==> config.mk <==
export PLATFORM = sky130hd
export DESIGN_NAME = rotation_decoder_flat
export DESIGN_NICKNAME = d
export VERILOG_FILES = /design/src/rtl/rotation_decoder_if.sv /design/src/rtl/rotation_decoder.sv /design/src/flat_wrapper.sv
export SDC_FILE = /design/constraint.sdc
export NUM_CORES = 1
export LEC_CHECK = 0
export BUFFER_PORTS_ARGS = -buffer_cell sky130_fd_sc_hd__buf_4
export CAP_MARGIN = 10
export CORE_AREA = 2 2 49 51
export DETAILED_ROUTE_END_ITERATION = 8
export DIE_AREA = 0 0 51 53
export GPL_ROUTABILITY_DRIVEN = 0
export PLACE_DENSITY_LB_ADDON = 0.15
export REMOVE_ABC_BUFFERS = 1
export SYNTH_ARGS = -nofsm -noshare
export SYNTH_HDL_FRONTEND = slang
export SYNTH_SLANG_ARGS = --single-unit
==> constraint.sdc <==
create_clock -name clk -period 2.1 [get_ports clk]
set_input_delay 0.105 -clock clk [delete_from_list [all_inputs] [get_ports clk]]
set_output_delay 0.105 -clock clk [all_outputs]
set_load 0.1 [all_outputs]
==> src/rtl/rotation_decoder_if.sv <==
// Handshake and result bundle for rotation_decoder.
// The decoder connects through the slave modport and the requester through the master modport.
interface rotation_decoder_if #(
  parameter int unsigned WIDTH = 4
);
  localparam int unsigned AW = $clog2(WIDTH);

  logic             start;
  logic [WIDTH-1:0] data_ref;
  logic [WIDTH-1:0] data_rot;
  logic             busy;
  logic             done;
  logic             found;
  logic             direction;
  logic [AW-1:0]    shift_amt;

  modport master (
    output start, data_ref, data_rot,
    input  busy, done, found, direction, shift_amt
  );

  modport slave (
    input  start, data_ref, data_rot,
    output busy, done, found, direction, shift_amt
  );
endinterface

==> src/rtl/rotation_decoder.sv <==
// Sequential inverse of the rotate-by-mux barrel shifter: tries one left-rotate amount per clock
// and reports the rotation that maps data_ref onto data_rot in the shifter's own encoding.
module rotation_decoder #(
  parameter int unsigned WIDTH = 4
) (
  input  logic              clk,
  input  logic              rst_n,
  rotation_decoder_if.slave bus
);
  localparam int unsigned AW = $clog2(WIDTH);

  typedef enum logic [1:0] {StIdle, StSearch, StDone} state_e;

  state_e           r_state;
  logic [WIDTH-1:0] r_ref;
  logic [WIDTH-1:0] r_rot;
  logic [AW-1:0]    r_k;
  logic             r_busy;
  logic             r_done;
  logic             r_found;
  logic             r_dir;
  logic [AW-1:0]    r_amt;

  logic [2*WIDTH-1:0] w_dbl;
  logic [WIDTH-1:0]   w_rotl;
  logic               w_match;
  logic               w_last;
  logic               w_left;
  logic [AW-1:0]      w_right_amt;

  // Upper half of the doubled word shifted left by k is rotl(ref, k).
  always_comb begin
    w_dbl       = {r_ref, r_ref} << r_k;
    w_rotl      = w_dbl[2*WIDTH-1:WIDTH];
    w_match     = (w_rotl == r_rot);
    w_last      = (r_k == AW'(WIDTH - 1));
    w_left      = (r_k <= AW'(WIDTH / 2));
    w_right_amt = AW'(WIDTH) - r_k;
  end

  always_ff @(posedge clk or negedge rst_n) begin
    if (!rst_n) begin
      r_state <= StIdle;
      r_ref   <= '0;
      r_rot   <= '0;
      r_k     <= '0;
      r_busy  <= 1'b0;
      r_done  <= 1'b0;
      r_found <= 1'b0;
      r_dir   <= 1'b0;
      r_amt   <= '0;
    end else begin
      r_done <= 1'b0;
      case (r_state)
        StIdle, StDone: begin
          if (bus.start) begin
            r_ref   <= bus.data_ref;
            r_rot   <= bus.data_rot;
            r_k     <= '0;
            r_busy  <= 1'b1;
            r_state <= StSearch;
          end else begin
            r_state <= StIdle;
          end
        end
        StSearch: begin
          if (w_match) begin
            r_found <= 1'b1;
            r_dir   <= ~w_left;
            r_amt   <= w_left ? r_k : w_right_amt;
            r_done  <= 1'b1;
            r_busy  <= 1'b0;
            r_state <= StDone;
          end else if (w_last) begin
            r_found <= 1'b0;
            r_dir   <= 1'b0;
            r_amt   <= '0;
            r_done  <= 1'b1;
            r_busy  <= 1'b0;
            r_state <= StDone;
          end else begin
            r_k <= r_k + 1'b1;
          end
        end
        default: begin
          r_busy  <= 1'b0;
          r_state <= StIdle;
        end
      endcase
    end
  end

  assign bus.busy      = r_busy;
  assign bus.done      = r_done;
  assign bus.found     = r_found;
  assign bus.direction = r_dir;
  assign bus.shift_amt = r_amt;
endmodule
==> src/flat_wrapper.sv <==
// flat-port wrapper written by rule: the top's interface ports become plain ports
module rotation_decoder_flat 
#(
  parameter int unsigned WIDTH = 4
)
  (clk, rst_n, bus_start, bus_data_ref, bus_data_rot, bus_busy, bus_done, bus_found, bus_direction, bus_shift_amt);
  rotation_decoder_if #(.WIDTH(WIDTH)) bus_i ();
  input  logic clk;
  input  logic rst_n;
  input wire logic [$bits(bus_i.start)-1:0] bus_start;
  input wire logic [$bits(bus_i.data_ref)-1:0] bus_data_ref;
  input wire logic [$bits(bus_i.data_rot)-1:0] bus_data_rot;
  output wire logic [$bits(bus_i.busy)-1:0] bus_busy;
  output wire logic [$bits(bus_i.done)-1:0] bus_done;
  output wire logic [$bits(bus_i.found)-1:0] bus_found;
  output wire logic [$bits(bus_i.direction)-1:0] bus_direction;
  output wire logic [$bits(bus_i.shift_amt)-1:0] bus_shift_amt;
  assign bus_i.start = bus_start;
  assign bus_i.data_ref = bus_data_ref;
  assign bus_i.data_rot = bus_data_rot;
  assign bus_busy = bus_i.busy;
  assign bus_done = bus_i.done;
  assign bus_found = bus_i.found;
  assign bus_direction = bus_i.direction;
  assign bus_shift_amt = bus_i.shift_amt;
  rotation_decoder #(.WIDTH(WIDTH)) u_core (.clk(clk), .rst_n(rst_n), .bus(bus_i));
endmodule
## Word level (Yosys, flattened, before mapping)

Cells that the tools add are included.

| cells by class | value |
|---|---|
| add/subtract/negate cells | 2 |
| order comparisons | 1 |
| equal/unequal tests | 8 |
| shift operators | 1 |
| muxes and demuxes | 20 |
| bitwise gates (word level) | 1 |
| reductions and logical operators | 8 |

Operator list:

| kind | count |
|---|---|
| 2-to-1 mux 2 bit | 8 |
| 2-to-1 mux 1 bit | 9 |
| one-hot mux 2 bit (2 select lines) | 2 |
| left shift 8 x 2 -> 8 bit | 1 |
| inequality test 2 bit, second input constant | 3 |
| AND reduction 2 bit | 3 |
| == test 2 bit, second input constant | 2 |
| == test 4 bit | 1 |
| AND reduction 4 bit | 1 |
| nonzero test 2 bit | 2 |
| inequality test 3 x 1 -> 1 bit, second input constant | 1 |
| adder 2 x 1 -> 2 bit, second input constant | 1 |
| == test 2 x 1 -> 1 bit, second input constant | 1 |
| less-or-equal comparator 2 bit, second input constant | 1 |
| logical NOT 2 bit | 1 |
| one-hot mux 1 bit (2 select lines) | 1 |
| OR reduction 2 bit | 1 |
| subtractor 1 x 2 -> 2 bit, first input constant | 1 |
| NOT 1 bit | 1 |

| word-level totals | value |
|---|---|
| register bits | 18 |
| input port bits | 11 |
| logic and storage cells | 50 |

## Depth between registers and ports, before layout

| logic depth | value |
|---|---|
| depth in word-level cells | 4 |
| depth in mapped cells | 7 |

## Least setup slack after synthesis

No wires, ideal clock.

| timing path | value |
|---|---|
| path kind | register to register |
| from | register u_core.r_k[0] |
| to | register u_core.r_dir, in the netlist u_core.bus.direction |
| data arrival time | 1.841 ns |
| data required time | 1.977 ns |
| setup slack | 0.136 ns |
| cell stages (with the launch flop) | 8 |
| clock period less this slack | 1.964 ns |
| path through | dfrtp_1 -> buf_6 -> mux2_4 -> nor4b_1 -> o21ai_1 -> a32oi_4 -> o21ai_2 -> a32o_1 |

| on the way | value |
|---|---|
| cells in the longest elaborated chain, start to end | 4 |

RTL lines:

| what | line | source |
|---|---|---|
| start, declared | rotation_decoder.sv:17 | `logic [AW-1:0] r_k;` |
| start signal, assigned | rotation_decoder.sv:82 | `r_k <= r_k + 1'b1;` |
| left shift 8 x 2 -> 8 bit | rotation_decoder.sv:33 | `w_dbl = {r_ref, r_ref} << r_k;` |
| == test 4 bit | rotation_decoder.sv:35 | `w_match = (w_rotl == r_rot);` |
| nonzero test 2 bit (no source line) | -- |  |
| AND reduction 2 bit (no source line) | -- |  |
| end signal, assigned | rotation_decoder.sv:69 | `r_dir <= ~w_left;` |
| end, declared | rotation_decoder.sv:21 | `logic r_dir;` |

Parallel ways exist; a longest one is shown, timed or not.
A chain may end at the register's enable or synchronous reset.

## Final worst setup path

| timing path | value |
|---|---|
| from | register u_core.r_k[0] |
| to | register u_core.r_amt[0], in the netlist u_core.bus.shift_amt[0] |

| on the way | value |
|---|---|
| cells in the longest elaborated chain, start to end | 4 |

RTL lines:

| what | line | source |
|---|---|---|
| left shift 8 x 2 -> 8 bit | rotation_decoder.sv:33 |  |
| == test 4 bit | rotation_decoder.sv:35 |  |
| nonzero test 2 bit (no source line) | -- |  |
| AND reduction 2 bit (no source line) | -- |  |
| end signal, assigned | rotation_decoder.sv:70 | `r_amt <= w_left ? r_k : w_right_amt;` |
| end, declared | rotation_decoder.sv:22 | `logic [AW-1:0] r_amt;` |

Parallel ways exist; a longest one is shown, timed or not.

==> report_table.html <==
<table>
<tr><th>Metric</th><th>Value</th></tr>
<tr><th colspan="2">Finish</th></tr>
<tr><td>Combined area of the multi-input logic cells</td><td>between 500 and 600 um2</td></tr>
<tr><td>Layout filler cell count</td><td>about 190</td></tr>
<tr><td>Relative area change from synthesis to final layout</td><td>27.6%</td></tr>
<tr><td>Share of layout cells above drive strength 1</td><td>between 20 and 30%</td></tr>
<tr><td>Register cell area after layout</td><td>roughly 450 um2</td></tr>
<tr><td># nets final</td><td>~140</td></tr>
<tr><td>Ant. Diodes</td><td>0</td></tr>
<tr><th colspan="2">Power</th></tr>
<tr><td>Cell leakage power</td><td>about 0.00062 uW</td></tr>
<tr><td>Power density over the cells</td><td>approximately 1700 nW/um2</td></tr>
<tr><td>Peak supply drop</td><td>about 0.00096 V</td></tr>
<tr><th colspan="2">Logic synthesis</th></tr>
<tr><td>Most frequent cell after synthesis</td><td>nand2_1</td></tr>
<tr><td>Count of state elements after synthesis</td><td>18</td></tr>
<tr><td>Mean post-synth cell area</td><td>between 10 and 15 um2</td></tr>
<tr><td>Share of the yosys chip area belonging to registers</td><td>a little under half</td></tr>
<tr><td>Cells taking the most area after synthesis</td><td>dfrtp_1 46%, nand2_1 11%, mux2i_1 6.1%</td></tr>
<tr><td>Yosys warns</td><td>0</td></tr>
<tr><td>Most frequent cells after synthesis</td><td>28 x nand2_1, 18 x dfrtp_1, 6 x mux2i_1</td></tr>
<tr><td>Proportion of register bits with asynchronous set or reset after synthesis</td><td>100%</td></tr>
<tr><td>Cells after Synth</td><td>95</td></tr>
<tr><td>Post-Synthesis Cell Area</td><td>987 um2</td></tr>
<tr><td>Top flip-flop cell by instance count after synthesis</td><td>dfrtp_1</td></tr>
<tr><td>Count of flip-flops with a built-in enable after synthesis</td><td>0</td></tr>
<tr><td>Yosys top cell area share</td><td>a little under half</td></tr>
<tr><td>Synth area leader</td><td>dfrtp_1</td></tr>
<tr><td>Cell variety after synth</td><td>29</td></tr>
<tr><th colspan="2">Min path</th></tr>
<tr><td>Hold wc startpoint</td><td>bus_data_rot[1]</td></tr>
<tr><td>Class of the worst hold path</td><td>input port to flop</td></tr>
<tr><th colspan="2">Global route</th></tr>
<tr><td>Wire length of the first global-routing pass</td><td>3590 um</td></tr>
<tr><td>Largest net degree at the start of global routing</td><td>19</td></tr>
<tr><td>Leftover overflow at the end of global routing</td><td>0</td></tr>
<tr><td>Via count of the first global-routing pass</td><td>between 800 and 900</td></tr>
<tr><td>Number of antenna violations at the first check in global routing</td><td>0</td></tr>
<tr><td>All-layer global routing usage</td><td>18.5%</td></tr>
<tr><th colspan="2">Timing</th></tr>
<tr><td>Pins over their slew limit</td><td>0</td></tr>
<tr><td>Peak Freq</td><td>between 400 and 500 MHz</td></tr>
<tr><td>Share of the clock period used by the worst path</td><td>a little over nine tenths</td></tr>
<tr><td>Final setup TNS</td><td>0 ps</td></tr>
<tr><td>Least-Margin Pin Slew</td><td>695 ps</td></tr>
<tr><td>Slew Limit Headroom</td><td>about 54%</td></tr>
<tr><td>Final clock skew</td><td>around 1.4 ps</td></tr>
<tr><td>Total count of hold-check failures in the final report</td><td>0</td></tr>
<tr><td>Minimum setup slack in the final design</td><td>54.8 ps</td></tr>
<tr><td>Final critical delay including setup and external delays</td><td>2050 ps</td></tr>
<tr><td>Final setup violation count</td><td>0</td></tr>
<tr><td>Unrepaired setup endpoints after global routing</td><td>yes</td></tr>
<tr><th colspan="2">Worst setup path</th></tr>
<tr><td>Arr. time, crit path</td><td>between 2000 and 2500 ps</td></tr>
<tr><td>Kind of start point of the critical path</td><td>flop</td></tr>
<tr><td>Data required time at the worst endpoint</td><td>2290 ps</td></tr>
<tr><td>CP Launch Point</td><td>u_core.r_k[0]</td></tr>
<tr><td>Crit path kind</td><td>flop to flop</td></tr>
<tr><td>Crit path max fanout</td><td>7</td></tr>
<tr><td>Critical register-to-register path startpoint</td><td>u_core.r_k[0]</td></tr>
<tr><td>Critical path capture point type</td><td>flop</td></tr>
<tr><th colspan="2">Floorplan</th></tr>
<tr><td>Number of standard-cell rows in the floorplan</td><td>17</td></tr>
<tr><td>Height of the die</td><td>about 53 um</td></tr>
<tr><td>Die X</td><td>51 um</td></tr>
<tr><td>Die footprint</td><td>between 2000 and 3000 um2</td></tr>
<tr><td>Initial standard-cell utilization of the core</td><td>a little under half</td></tr>
<tr><td>Number of top-level pins</td><td>17</td></tr>
<tr><td>Area of the core</td><td>2150 um2</td></tr>
<tr><th colspan="2">Drt</th></tr>
<tr><td>Total routed wirelength</td><td>between 2000 and 2500 um</td></tr>
<tr><td>Final routed DRC violation total</td><td>0</td></tr>
<tr><td>Antenna violation net count after detailed routing</td><td>0</td></tr>
<tr><td>Average via count per standard cell</td><td>~5.3</td></tr>
<tr><td>Number of search-and-repair iterations in the first detailed-routing pass</td><td>4</td></tr>
<tr><td>Iteration-0 DRC Markers</td><td>15</td></tr>
<tr><td>Number of vias after detailed routing</td><td>between 700 and 800</td></tr>
<tr><td>Final routed wire length divided by cell count</td><td>around 14 um</td></tr>
<tr><th colspan="2">Clocking</th></tr>
<tr><td>Deepest level of the CTS H-tree</td><td>1</td></tr>
<tr><td>Clock Pin Slew Worst Setup and Hold Paths</td><td>100 ps</td></tr>
<tr><td># clock sinks</td><td>18</td></tr>
<tr><td>Max Root-Sink Buffers</td><td>2</td></tr>
<tr><td>Number of buffers added by the clock tree synthesis step</td><td>3</td></tr>
<tr><td>Clock tree from TritonCTS</td><td>done</td></tr>
<tr><td>Root buf cell</td><td>clkbuf_4</td></tr>
<tr><td>Insertion delay to the later sink of the worst-skew pair</td><td>a little under 300 ps</td></tr>
<tr><th colspan="2">Placed design</th></tr>
<tr><td># port buffers</td><td>16</td></tr>
<tr><td>Post-detailed-placement half-perimeter wirelength</td><td>roughly 1400 um</td></tr>
<tr><td>Setup Slack @ Placement</td><td>slightly below 6 ps</td></tr>
<tr><th colspan="2">Outcome</th></tr>
<tr><td>Status</td><td>finished, final reports clean</td></tr>
<tr><th colspan="2">Flow run</th></tr>
<tr><td>Max-capacitance violation count</td><td>0</td></tr>
</table>
-- worst max-delay path: stages, from the launching register on --
cell     delay, ps
dfrtp_2        500
mux2_4         330
nor4b_1        270
o21ai_1        170
a32oi_4        320
o21ai_2        130
a32o_1         220
-- stage by stage --
step | util [%] | std cells | hold slack (ps) | power (uW) | cell area, um2
2_1_floorplan | - | 92 | -191 | 1560 | 968
6_report | 58.6 | 150 | 4.77 | 2090 | 1260
4_1_cts | 57.9 | 149 | 0.180 | 2090 | 1240
3_5_place_dp | 53.3 | 139 | -12.2 | 1850 | 1150
3_3_place_gp | 53.3 | 139 | -17.1 | 1820 | 1150
5_1_grt | 58.6 | 150 | 4.63 | 2250 | 1260
-- layer usage --
layer	share of wire, %	vias to the layer above	GRT usage [%]
met1	47	388	23.8
li1	-	385	-
met4	2.1	0	9.46
met5	0	-	0
met3	2.0	5	3.39
met2	49	10	29.7
-- flip-flops by register name (all words and copies together), names as in the netlist --
| name | count |
|---|---|
| u_core.r_rot | 4 |
| u_core.bus.shift_amt | 2 |
| u_core.r_state | 2 |
| u_core.bus.direction | 1 |
| u_core.bus.found | 1 |
| u_core.r_ref | 4 |
| u_core.r_k | 2 |
| u_core.bus.busy | 1 |
| u_core.bus.done | 1 |
-- cell usage in the layout (no fill, tap or decap), drive strengths merged, types with 2 or more instances in the layout --
| master | n |
|---|---|
| nand2 | 28 |
| a32o | 3 |
| nor2 | 4 |
| nand2b | 2 |
| dfrtp | 18 |
| mux2 | 3 |
| dlygate4sd3 | 7 |
| inv | 3 |
| nor4b | 3 |
| buf | 19 |
| mux2i | 7 |
| clkbuf | 4 |
| ha | 3 |
| nand4b | 2 |
| o21ai | 3 |
-- final cells by class --
cell class | count | area share (%)
well taps | 28 | 2.78
inverters | 3 | 0.894
clock buffers | 4 | 2.88
multi-input cells | 71 | 40.7
repair buffers | 26 | 16.9
flip-flops and latches | 18 | 35.8
-- kinds of logic after synthesis --
kind of cell / share of synthesized area [%]
multiplexers: 12.0
AO/OA/AOI/OAI: 12.0
flip-flops: 45.6
adder cells (fa/ha/maj): 3.80
AND/OR/NAND/NOR: 23.4
buffers and inverters: 3.04
-- where the power goes --
part           internal, uW  switching [uW]
sequential              495             192
clock                   106             107
combinational           487             705
-- repair_timing --
item                                    in CTS  in global routing
setup buffers                                0                  0
hold buffers                                 6                  1
pin swaps                                    0                  2
endpoints found under the setup margin       4                  6
hold endpoints to repair                    23                  1
resized for setup                            1                  1
-- final timing paths --
path,slack [ps],to,cells after the start
hold reg to reg,490,u_core.bus.busy,1
min in group asynchronous,200,u_core.r_ref[3],2
hold / removal,5,u_core.r_rot[1],3
setup reg to reg,50,u_core.bus.shift_amt[0],6
max in group asynchronous,1690,u_core.r_k[0],2
setup / recovery,50,u_core.bus.shift_amt[0],6
Power figures use the tool's default switching activity.
